### config.mk
export PLATFORM = sky130hd
export DESIGN_NAME = fft_frame_loader
export DESIGN_NICKNAME = d
export VERILOG_FILES = /design/src/rtl/fft_pkg.sv /design/src/rtl/fft_pin_sync.sv /design/src/rtl/fft_frame_loader.sv
export SDC_FILE = /design/constraint.sdc
export NUM_CORES = 1
export LEC_CHECK = 0
export CORE_UTILIZATION = 45
export CTS_CLUSTER_DIAMETER = 80
export DETAILED_ROUTE_END_ITERATION = 10
export PLACE_DENSITY = 0.58
export SETUP_SLACK_MARGIN = 0.3
export SYNTH_ARGS = -nofsm -noshare
export SYNTH_HDL_FRONTEND = slang
export SYNTH_SLANG_ARGS = --single-unit
### constraint.sdc
create_clock -name clk -period 3.7 [get_ports clk]
set_input_delay 0.74 -clock clk [delete_from_list [all_inputs] [get_ports clk]]
set_output_delay 0.74 -clock clk [all_outputs]
set_load 0.02 [all_outputs]
### src/rtl/fft_pkg.sv
// Shared FFT datapath definitions: frame geometry, bit-reversal helper and
// loader state encoding. Imported by the frame loader and the FFT core.
package fft_pkg;

    localparam int N_POINTS = 16;
    localparam int DATA_W   = 8;
    localparam int ADDR_W   = $clog2(N_POINTS);

    localparam logic [ADDR_W:0] FILL_LAST = (ADDR_W + 1)'(N_POINTS - 1);
    localparam logic [ADDR_W:0] FILL_FULL = (ADDR_W + 1)'(N_POINTS);

    typedef enum logic {
        LD_FILL    = 1'b0,
        LD_PENDING = 1'b1
    } loader_state_t;

    function automatic logic [ADDR_W-1:0] bitrev(input logic [ADDR_W-1:0] a);
        logic [ADDR_W-1:0] r;
        r = '0;
        for (int i = 0; i < ADDR_W; i++) begin
            r[i] = a[ADDR_W-1-i];
        end
        return r;
    endfunction

endpackage

### src/rtl/fft_pin_sync.sv
// Two-flop synchronizer for an asynchronous pin plus a rising-edge pulse.
// The pulse is high for one clk, two clk after the pin is first sampled high.
module fft_pin_sync (
    input  logic clk,
    input  logic rst_n,
    input  logic pin_i,
    output logic pulse_o
);

    logic meta_q;
    logic sync_q;
    logic prev_q;

    always_ff @(posedge clk or negedge rst_n) begin
        if (!rst_n) begin
            meta_q <= 1'b0;
            sync_q <= 1'b0;
            prev_q <= 1'b0;
        end else begin
            meta_q <= pin_i;
            sync_q <= meta_q;
            prev_q <= sync_q;
        end
    end

    assign pulse_o = sync_q & ~prev_q;

endmodule

### src/rtl/fft_frame_loader.sv
// FFT input stage: strobed pin samples are written bit-reversed into a
// ping-pong bank pair; the FFT core reads complete frames in natural order.
//
//   state      | meaning
//   LD_FILL    | write bank accepting samples, fill_count 0..N_POINTS-1
//   LD_PENDING | write bank full, waiting for the core to release the read bank
module fft_frame_loader
    import fft_pkg::*;
(
    input  logic              clk,
    input  logic              rst_n,
    input  logic [DATA_W-1:0] in_data,
    input  logic              in_strobe,
    input  logic              in_clear,
    output logic              frame_valid,
    input  logic              frame_done,
    input  logic [ADDR_W-1:0] rd_addr,
    output logic [DATA_W-1:0] rd_data,
    output logic [ADDR_W:0]   fill_count,
    output logic              overrun
);

    logic              strobe_pulse;
    loader_state_t     state_q;
    logic [ADDR_W:0]   fill_q;
    logic              rd_sel_q;
    logic              frame_valid_q;
    logic              overrun_q;
    logic [DATA_W-1:0] bank_q [2][N_POINTS];

    logic done_ok;
    logic wr_en;
    logic last_wr;

    fft_pin_sync u_strobe_sync (
        .clk     (clk),
        .rst_n   (rst_n),
        .pin_i   (in_strobe),
        .pulse_o (strobe_pulse)
    );

    assign done_ok = frame_done && frame_valid_q;
    assign wr_en   = strobe_pulse && !in_clear && (state_q == LD_FILL);
    assign last_wr = wr_en && (fill_q == FILL_LAST);

    always_ff @(posedge clk or negedge rst_n) begin
        if (!rst_n) begin
            state_q       <= LD_FILL;
            fill_q        <= '0;
            rd_sel_q      <= 1'b0;
            frame_valid_q <= 1'b0;
            overrun_q     <= 1'b0;
        end else if (in_clear) begin
            // The discarded write frame is never handed over, so a release
            // arriving together with the clear just empties the read side.
            state_q   <= LD_FILL;
            fill_q    <= '0;
            overrun_q <= 1'b0;
            if (done_ok) begin
                frame_valid_q <= 1'b0;
            end
        end else begin
            case (state_q)
                LD_FILL: begin
                    if (last_wr) begin
                        if (!frame_valid_q || frame_done) begin
                            rd_sel_q      <= ~rd_sel_q;
                            frame_valid_q <= 1'b1;
                            fill_q        <= '0;
                        end else begin
                            state_q <= LD_PENDING;
                            fill_q  <= FILL_FULL;
                        end
                    end else begin
                        if (wr_en) begin
                            fill_q <= fill_q + 1'b1;
                        end
                        if (done_ok) begin
                            frame_valid_q <= 1'b0;
                        end
                    end
                end
                LD_PENDING: begin
                    if (strobe_pulse) begin
                        overrun_q <= 1'b1;
                    end
                    if (done_ok) begin
                        rd_sel_q <= ~rd_sel_q;
                        fill_q   <= '0;
                        state_q  <= LD_FILL;
                    end
                end
                default: state_q <= LD_FILL;
            endcase
        end
    end

    // Bank storage is deliberately not reset; the write lands in the old
    // write bank even on the cycle it becomes the read bank.
    always_ff @(posedge clk) begin
        if (wr_en) begin
            bank_q[~rd_sel_q][bitrev(fill_q[ADDR_W-1:0])] <= in_data;
        end
    end

    assign frame_valid = frame_valid_q;
    assign fill_count  = fill_q;
    assign overrun     = overrun_q;
    assign rd_data     = bank_q[rd_sel_q][rd_addr];

endmodule

==> impl_metrics.toml, run 1 <==
[run_status]
status = "finished clean"

[worst_setup_path]
r2r-start = "rd_sel_q"
r2r_cells = 7
reg2reg_slack_ps = 1350
cp_cell_sequence = "buf_12 -> bufbuf_16 -> mux4_2 -> mux4_2 -> mux2_4 -> buf_6"
critical_path_class = "register to output pin"
cpMaxStageDelayCell = "dfrtp_4"
slowest_delay_ps = 500
worstSetupStartpointType = "register"
crit_arrival_ps = 2850
critPathMaxFanout = 5
cp.required_ps = 2960
worstReg2RegEnd = "bank_q[1][28]"
crit_path_end_kind = "output pin"
path_common_cell = "mux4_2"

[synthesis]
synthSimpleGateAreaFrac = 0.0307
netlist_instances = 471
avgSynthCellArea_um2 = 22.3
ys_seq_area_frac = 0.762
ys_types = 34
synthAdderAreaFrac = 0.00597
synth_area_um2 = 10500
synth_xor_area_frac = 0.000835
yosysWarnings = 0
synth_nets = 493
synth_top_family_by_area = "multiplexers"
synthArstFlopShare = 0.0448
synth_ff_type = "edfxtp_1"
synth_compound_area_frac = 0.00740
synth_edf_count = 256
ys_seq_elements = 268
yosys-mux-area-fraction = 0.180

[placement]
dp_hpwl_um = 14300
port_buffers = 31
dp_slack_ps = 74.8
place_area_um2 = 11500
place_congestion = 0.764

[global_routing]
antenna_found_initial = 0
grt_pass1_vias = 5333
grt_pass1_wl_um = 35200
grt_remaining_overflow = 0
grt_start_max_net_pins = 33
grtUsageTotal = 0.207

[floorplan]
core-area_um2 = 22800
dieArea_um2 = 23900
num_io_pins = 32
start_util = 0.460
rows = 55
die_w_um = 155
dieHeight_um = 155

[drt]
drt_first_iter_violations = 469
route.final.wire_length_um = 23500
vias = 5103
antenna_left = 0
drc_errors = 0
drt_first_pass_iters = 5
route.detailed.wl_per_inst_um = 25.8
viasPerCell = 5.61

[sta]
fmax_ghz = 0.279
worstMarginPinSlew_ps = 1240
slew_viol_final = 0
fin_ws_ps = 111
setup_violations = 0
post-route-period-util = 0.970
fin_setup_tns_ps = 0
max_slew_margin = 0.169
fin_skew_ps = 17.0
whs_ps = 355
rsz0062_at_grt = "true"
layout_min_cycle_time_ps = 3590
final_hold_viol_count = 0

[min_path]
worstHoldPathCells = 0
hold_end = "u_strobe_sync.sync_q"
hold_path_class = "register to register"
hp-start = "u_strobe_sync.meta_q"

[cells_and_area]
final_util = 0.561
area_growth_pct = 21.8
diodes = 0
layout.nets = 597
final_area_um2 = 12800
final_common_cell = "edfxtp_1"
layout.cells.most_common_list = "edfxtp_1 (256), mux4_2 (80), buf_4 (46)"
drive_gt1_frac = 0.345

[power_and_ir_drop]
pwr_density_cell_nw_per_um2 = 519
irDropWorstVdd_v = 0.000301
p_leak_uw = 0.00421

[clocking]
clock-sinks = 268
cts_made_buffers = 28
root_buffer = "clkbuf_16"
clk-insertion-delay-late_ps = 540
cts_buffer_depth = 3
htreeDepth = 1
cts_hold_buf = 0
cts_tree = "built"
clkSlewWorstSetupHoldPaths_ps = 60

[flow_run]
max-cap-violations = 0
[flip-flops by register name, summed over array words and instances (netlist names)]
register              flops
u_strobe_sync.prev_q      1
bank_q                  256
u_strobe_sync.meta_q      1
overrun                   1
rd_sel_q                  1
state_q                   1
fill_count                5
u_strobe_sync.sync_q      1
frame_valid               1
[power breakdown]
part           leakage, uW  switching (uW)  internal (uW)  total (uW)
Combinational      0.00132             280            320         600
Clock             0.000432            1090           1590        2680
Sequential         0.00246            9.24           3340        3340
[what timing repair did]
action,4_1_cts,5_1_grt
gates cloned,5,0
setup endpoints to repair,8,8
setup buffers,12,1
resized for setup,64,0
[synthesized netlist by cell type, types with 2 or more instances]
cell        n  area (um^2)
o21ai_0     5         25.0
buf_4       6         45.0
dfrtp_1    12          300
buf_2       2         10.0
nand3_1     2         10.0
nor3_1      2         10.0
mux2_2      8         90.1
nor2_1     35          131
mux4_2     80         1800
buf_1       6         22.5
nand2_1    14         52.6
clkbuf_1    9         33.8
a22o_1      2         17.5
nand3b_1    3         22.5
edfxtp_1  256         7690
or3b_2      2         17.5
inv_1       4         15.0
nand2b_1    2         12.5
nor4_1      2         12.5
ha_1        5         62.6
[area by class of cell]
class                   instances  area (um^2)
inverters                       4         15.0
clock buffers                  47          833
well taps                     313          392
repair buffers                 98         1100
fillers                      1703        10000
flip-flops and latches        268         7990
clock inverters                 5         50.0
multi-input cells             175         2380
[worst max-delay path, delay by kind of cell (launching register included)]
kind / cells / cell delay (ps)
buffers and inverters: 3 / 570
DFF: 1 / 500
muxes: 3 / 1230
[metal layers]
layer | GRT usage | routed length, um | vias to the layer above
li1 | - | - | 2181
met1 | 0.307 | 10400 | 2731
met2 | 0.328 | 11500 | 166
met3 | 0.0314 | 1290 | 25
met4 | 0.0471 | 303 | 0
met5 | 0 | 0 | -
[stage by stage]
stage / total power (uW) / cells
global route: 6820 / 910
global placement: 3890 / 840
CTS: 6680 / 909
floorplan: 3690 / 471
detailed placement: 3900 / 840
finish: 6620 / 910
[how the worst max path moves through the flow]
stage,slack (ps),depth (start not counted),endpoint,from
2_1_floorplan,470,5,rd_data[0],rd_addr[1]
4_1_cts,80,7,rd_data[3],rd_sel_q
3_5_place_dp,70,5,rd_data[2],rd_addr[0]
6_report,110,6,rd_data[7],rd_sel_q
5_1_grt,50,7,rd_data[3],rd_sel_q
3_3_place_gp,70,5,rd_data[2],rd_addr[0]
[kinds of logic (layout without fill, tap and decap cells)]
group	after synthesis	count (layout)
xor gates and xnor gates	1	1
adders and majority gates	5	5
muxes	88	88
DFF	268	268
AOI/OAI and AO/OA	12	12
buffers and inverters	28	154
and+or+nand+nor	69	69
Note: power is estimated with default switching activity, not from simulation.
==> run 2, diff against run 1 <==
Settings changed: CTS_CLUSTER_SIZE set to 16, GPL_ROUTABILITY_DRIVEN set to 0, SKIP_LAST_GASP set to 1.
==> run 2 against run 1 <==
  * Sequential share of layout area grew 1.4 points
  * Critical path depth grew 1
  * Worst hold slack gained 7.4 ps
  * Design area shrank 2.2%
  * Critical endpoint is now rd_data[3]
  * Highest routed layer unchanged
==> impl_metrics.toml, run 2 (same netlist as run 1, synthesis figures left out) <==
[drt]
route.final.wire_length_um = 23300
drt_first_pass_iters = 5
vias = 5053
drt_first_iter_violations = 395
viasPerCell = 5.63
route.detailed.wl_per_inst_um = 26.0
antenna_left = 0
drc_errors = 0

[floorplan]
core-area_um2 = 22800
dieHeight_um = 155
die_w_um = 155
start_util = 0.460
num_io_pins = 32
dieArea_um2 = 23900
rows = 55

[cells_and_area]
area_growth_pct = 19.1
layout.nets = 592
layout.cells.most_common_list = "edfxtp_1 (256), mux4_2 (80), buf_4 (50)"
final_common_cell = "edfxtp_1"
diodes = 0
instances_no_fill = 897
largest_register_ffs = 256
drive_gt1_frac = 0.330
final.fill_count = 1719

[power_and_ir_drop]
pwr_density_cell_nw_per_um2 = 483
cell_internal_pwr_uw = 4780
switching_power_uw = 1250
swShare = 0.208
p_comb_frac = 0.099
p_leak_uw = 0.00407
clock_power_share = 0.347
seqPwrFrac = 0.554
irDropWorstVdd_v = 0.000251

[min_path]
hold_end = "u_strobe_sync.sync_q"
worstHoldPathCells = 0
hold_path_class = "register to register"
hp-start = "u_strobe_sync.meta_q"

[sta]
layout_min_cycle_time_ps = 3580
max_slew_margin = 0.145
slew_viol_final = 0
post-route-period-util = 0.968
fin_skew_ps = 12.2
final_hold_viol_count = 0
setup_violations = 0
fin_setup_tns_ps = 0
worstMarginPinSlew_ps = 1280
fmax_ghz = 0.279
rsz0062_at_grt = "true"

[global_routing]
grt_remaining_overflow = 0
antenna_found_initial = 0
grt_pass1_wl_um = 34700
grtUsageTotal = 0.204
globalRouteMet3Util = 0.0331
grt_pass1_vias = 5229
use_met1 = 0.305
grt_start_max_net_pins = 33
grtUsageMet2 = 0.321
grt.busiest_layer = "met2"

[worst_setup_path]
worstReg2RegEnd = "bank_q[0][26]"
reg2reg_slack_ps = 1480
crit_path_end_kind = "output pin"
cp_cell_sequence = "buf_12 -> buf_12 -> buf_12 -> mux4_2 -> mux4_2 -> mux2_4 -> buf_6"
path_common_cell = "buf_12"
cpMaxStageDelayCell = "dfrtp_4"
crit_arrival_ps = 2840
slowest_delay_ps = 510
cp.required_ps = 2960
r2r-start = "rd_sel_q"
critical_path_class = "register to output pin"
critPathMaxFanout = 5
r2r_cells = 6
worstSetupStartpointType = "register"

[clocking]
cts_tree = "built"
clkSlewWorstSetupHoldPaths_ps = 70
clk-insertion-delay-late_ps = 500
htreeDepth = 1
cts_made_buffers = 20
clock-sinks = 268
root_buffer = "clkbuf_16"
cts_buffer_depth = 3
cts_hold_buf = 0

[run_status]
status = "finished clean"

[placement]
post-place-cells = 840
port_buffers = 31
dp_hpwl_um = 14300

[flow_run]
max-cap-violations = 0
-- run 2: changes by cell type in the layout (fill, tap and decap cells not counted), sizes merged --
cell | before | now
clkbuf | 47 | 36
clkinv | 4 | 0
buf | 75 | 78
bufbuf | 1 | 0
-- run 2: power groups by stage --
stage          clock network, uW  logic, uW  registers [uW]
2_1_floorplan                  0        280            3410
3_3_place_gp                   0        480            3410
3_5_place_dp                   0        486            3410
4_1_cts                     2150        595            3340
5_1_grt                     2270        632            3340
6_report                    2090        598            3340
-- run 2: how the worst max path moves through the flow --
stage / start / end / slack (ps) / cells past startpoint
3_3_place_gp: rd_addr[0] / rd_data[2] / 70 / 5
3_5_place_dp: rd_addr[0] / rd_data[2] / 70 / 5
5_1_grt: rd_sel_q / rd_data[3] / 50 / 7
2_1_floorplan: rd_addr[1] / rd_data[0] / 470 / 5
6_report: rd_sel_q / rd_data[3] / 120 / 7
4_1_cts: rd_sel_q / rd_data[3] / 90 / 7
-- run 2: timing repair --
action	CTS	global route
setup endpoints to repair	8	8
resized for setup	63	2
setup buffers	16	0
cloned	4	1
-- run 2: cell type report --
class | instances | area (um^2) | area share
clock inverter | 1 | 30.0 | 0.00240
multi-input combinational | 175 | 2390 | 0.191
sequential | 268 | 7990 | 0.640
clock buffer | 35 | 578 | 0.0463
inverter | 4 | 15.0 | 0.00120
timing repair buffer | 101 | 1100 | 0.0881
tap | 313 | 392 | 0.0313
-- run 2: per-stage QoR --
stage / instance area [um^2] / hold WS, ps / utilization / worst slack, ps / total power, uW
after global routing: 12500 / 370 / 0.549 / 52.4 / 6240
after floorplan: 10500 / 331 / - / 468 / 3690
after global placement: 11500 / 336 / 0.506 / 66.0 / 3890
final: 12500 / 362 / 0.549 / 120 / 6030
after CTS: 12500 / 366 / 0.547 / 93.0 / 6080
after detailed placement: 11500 / 336 / 0.506 / 74.8 / 3900
-- run 2: worst max-delay path: cells and delay by family (launching register included) --
kind / cells / cell delay (ps)
buffers and inverters: 4 / 540
muxes: 3 / 1270
DFF: 1 / 510
-- run 2: routing by layer --
metal / routed length (um) / share of wire
met1: 10400 / 0.44
met5: 0 / 0
met2: 11200 / 0.48
met4: 298 / 0.013
met3: 1510 / 0.065
==> run 3, diff against run 2 <==
Settings changed: CAP_MARGIN set to 20, CELL_PAD_IN_SITES_DETAIL_PLACEMENT set to 2, CELL_PAD_IN_SITES_GLOBAL_PLACEMENT set to 2, PLACE_DENSITY 0.58 to 0.7.
==> run 3 against run 2 <==
  * Total power hardly changed
  * Design area fell by 1.3%
  * Count of clock-buffer cells in the layout shrank 7
  * Critical path depth unchanged
  * Critical endpoint is now rd_data[4]
  * Highest routed layer unchanged
==> impl_metrics.toml, run 3 (same netlist as run 1, synthesis figures left out) <==
[run_status]
status = "finished clean"

[min_path]
worstHoldPathCells = 0
hp-start = "u_strobe_sync.meta_q"
hold_end = "u_strobe_sync.sync_q"
hold_path_class = "register to register"

[flow_run]
max-cap-violations = 0

[clocking]
cts_made_buffers = 20
cts_buffer_depth = 3
htreeDepth = 1
cts_hold_buf = 0
root_buffer = "clkbuf_16"
clkSlewWorstSetupHoldPaths_ps = 70
cts_tree = "built"
clock-sinks = 268
clk-insertion-delay-late_ps = 500

[drt]
vias = 5151
route.final.wire_length_um = 28100
antenna_left = 0
route.detailed.wl_per_inst_um = 32.1
drt_first_pass_iters = 4
viasPerCell = 5.89
drc_errors = 0
drt_first_iter_violations = 536

[power_and_ir_drop]
clock_power_share = 0.347
switching_power_uw = 1290
irDropWorstVdd_v = 0.000313
pwr_density_cell_nw_per_um2 = 489
p_leak_uw = 0.00398
swShare = 0.214
seqPwrFrac = 0.554
p_comb_frac = 0.099
cell_internal_pwr_uw = 4740
finalPower_uw = 6030

[sta]
rsz0062_at_grt = "true"
slew_viol_final = 0
fin_ws_ps = 61.2
setup_violations = 0
layout_min_cycle_time_ps = 3640
fin_setup_tns_ps = 0
final_hold_viol_count = 0
fmax_ghz = 0.275
max_slew_margin = 0.317
fin_skew_ps = 11.7
worstMarginPinSlew_ps = 1020
post-route-period-util = 0.983

[worst_setup_path]
r2r-start = "rd_sel_q"
slowest_delay_ps = 540
cp.required_ps = 2960
worst-path-buf-inv = 4
critPathMaxFanout = 6
cpLargestDelayFamily = "multiplexers"
worstSetupStartpointType = "register"
worstReg2RegEnd = "bank_q[1][19]"
crit_path_end_kind = "output pin"
cpMaxStageDelayCell = "mux4_2"
crit_arrival_ps = 2900
critical_path_class = "register to output pin"
reg2reg_slack_ps = 1040
r2r_cells = 5
cp_cell_sequence = "buf_6 -> buf_12 -> buf_16 -> mux4_2 -> mux4_2 -> mux2_4 -> buf_6"

[global_routing]
antenna_found_initial = 0
grt_pass1_vias = 5593
grtUsageTotal = 0.247
grt_pass1_wl_um = 41000
grt_remaining_overflow = 0
grt_start_max_net_pins = 33

[cells_and_area]
layout.cells.most_common_list = "edfxtp_1 (256), mux4_2 (80), nor2_1 (35)"
final_common_cell = "edfxtp_1"
diodes = 0
drive_gt1_frac = 0.317
area_growth_pct = 17.7
layout.nets = 577
largest_register_ffs = 256

[floorplan]
start_util = 0.460
dieArea_um2 = 23900
die_w_um = 155
dieHeight_um = 155
num_io_pins = 32
core-area_um2 = 22800
rows = 55

[placement]
dp_slack_ps = 14.9
port_buffers = 31
dp_hpwl_um = 17800
## run 3: worst max path at each step
stage	end	from	slack (ps)	depth (start not counted)
global route	rd_data[4]	rd_sel_q	10	7
finish	rd_data[4]	rd_sel_q	60	7
global placement	rd_data[4]	rd_addr[1]	40	6
CTS	rd_data[4]	rd_sel_q	30	7
floorplan	rd_data[0]	rd_addr[1]	470	5
detailed placement	rd_data[1]	rd_addr[1]	10	6
## run 3: worst register-to-register path: cells and delay by family (launching register included)
kind	cells	cell delay [ps]
buffers and inverters	3	510
and+or+nand+nor	2	1270
DFF	1	510
## run 3: power groups by stage
stage,Combinational [uW],Sequential (uW),Clock [uW]
2_1_floorplan,280,3410,0
3_3_place_gp,474,3410,0
3_5_place_dp,497,3420,0
4_1_cts,604,3340,2130
5_1_grt,631,3340,2210
6_report,597,3340,2090
## run 3: metrics by stage
step	std cells	area, um^2	util	hold slack [ps]
after detailed placement	832	11500	0.503	341
after global placement	832	11500	0.503	334
after CTS	874	12300	0.541	357
final	875	12300	0.542	357
after floorplan	471	10500	-	331
after global routing	875	12300	0.542	366
## run 3: final cells by class
cell class | instances | area (um^2)
Timing Repair Buffer | 86 | 982
Inverter | 4 | 15.0
Fill cell | 1910 | 10400
Clock inverter | 1 | 30.0
Sequential cell | 268 | 7990
Multi-Input combinational cell | 175 | 2380
Clock buffer | 28 | 552
Tap cell | 313 | 392
## run 3: timing repair
item	4_1_cts	5_1_grt
buffers inserted	7	0
resized for setup	54	2
endpoints found under the setup margin	8	8
gates cloned	6	0
## run 3: metal layers
layer | global-route usage | wire length, um | vias up
met3 | 0.0359 | 1370 | 31
met1 | 0.363 | 12600 | 2843
met5 | 0 | 0 | -
li1 | - | - | 2124
met2 | 0.402 | 13700 | 153
met4 | 0.0420 | 462 | 0
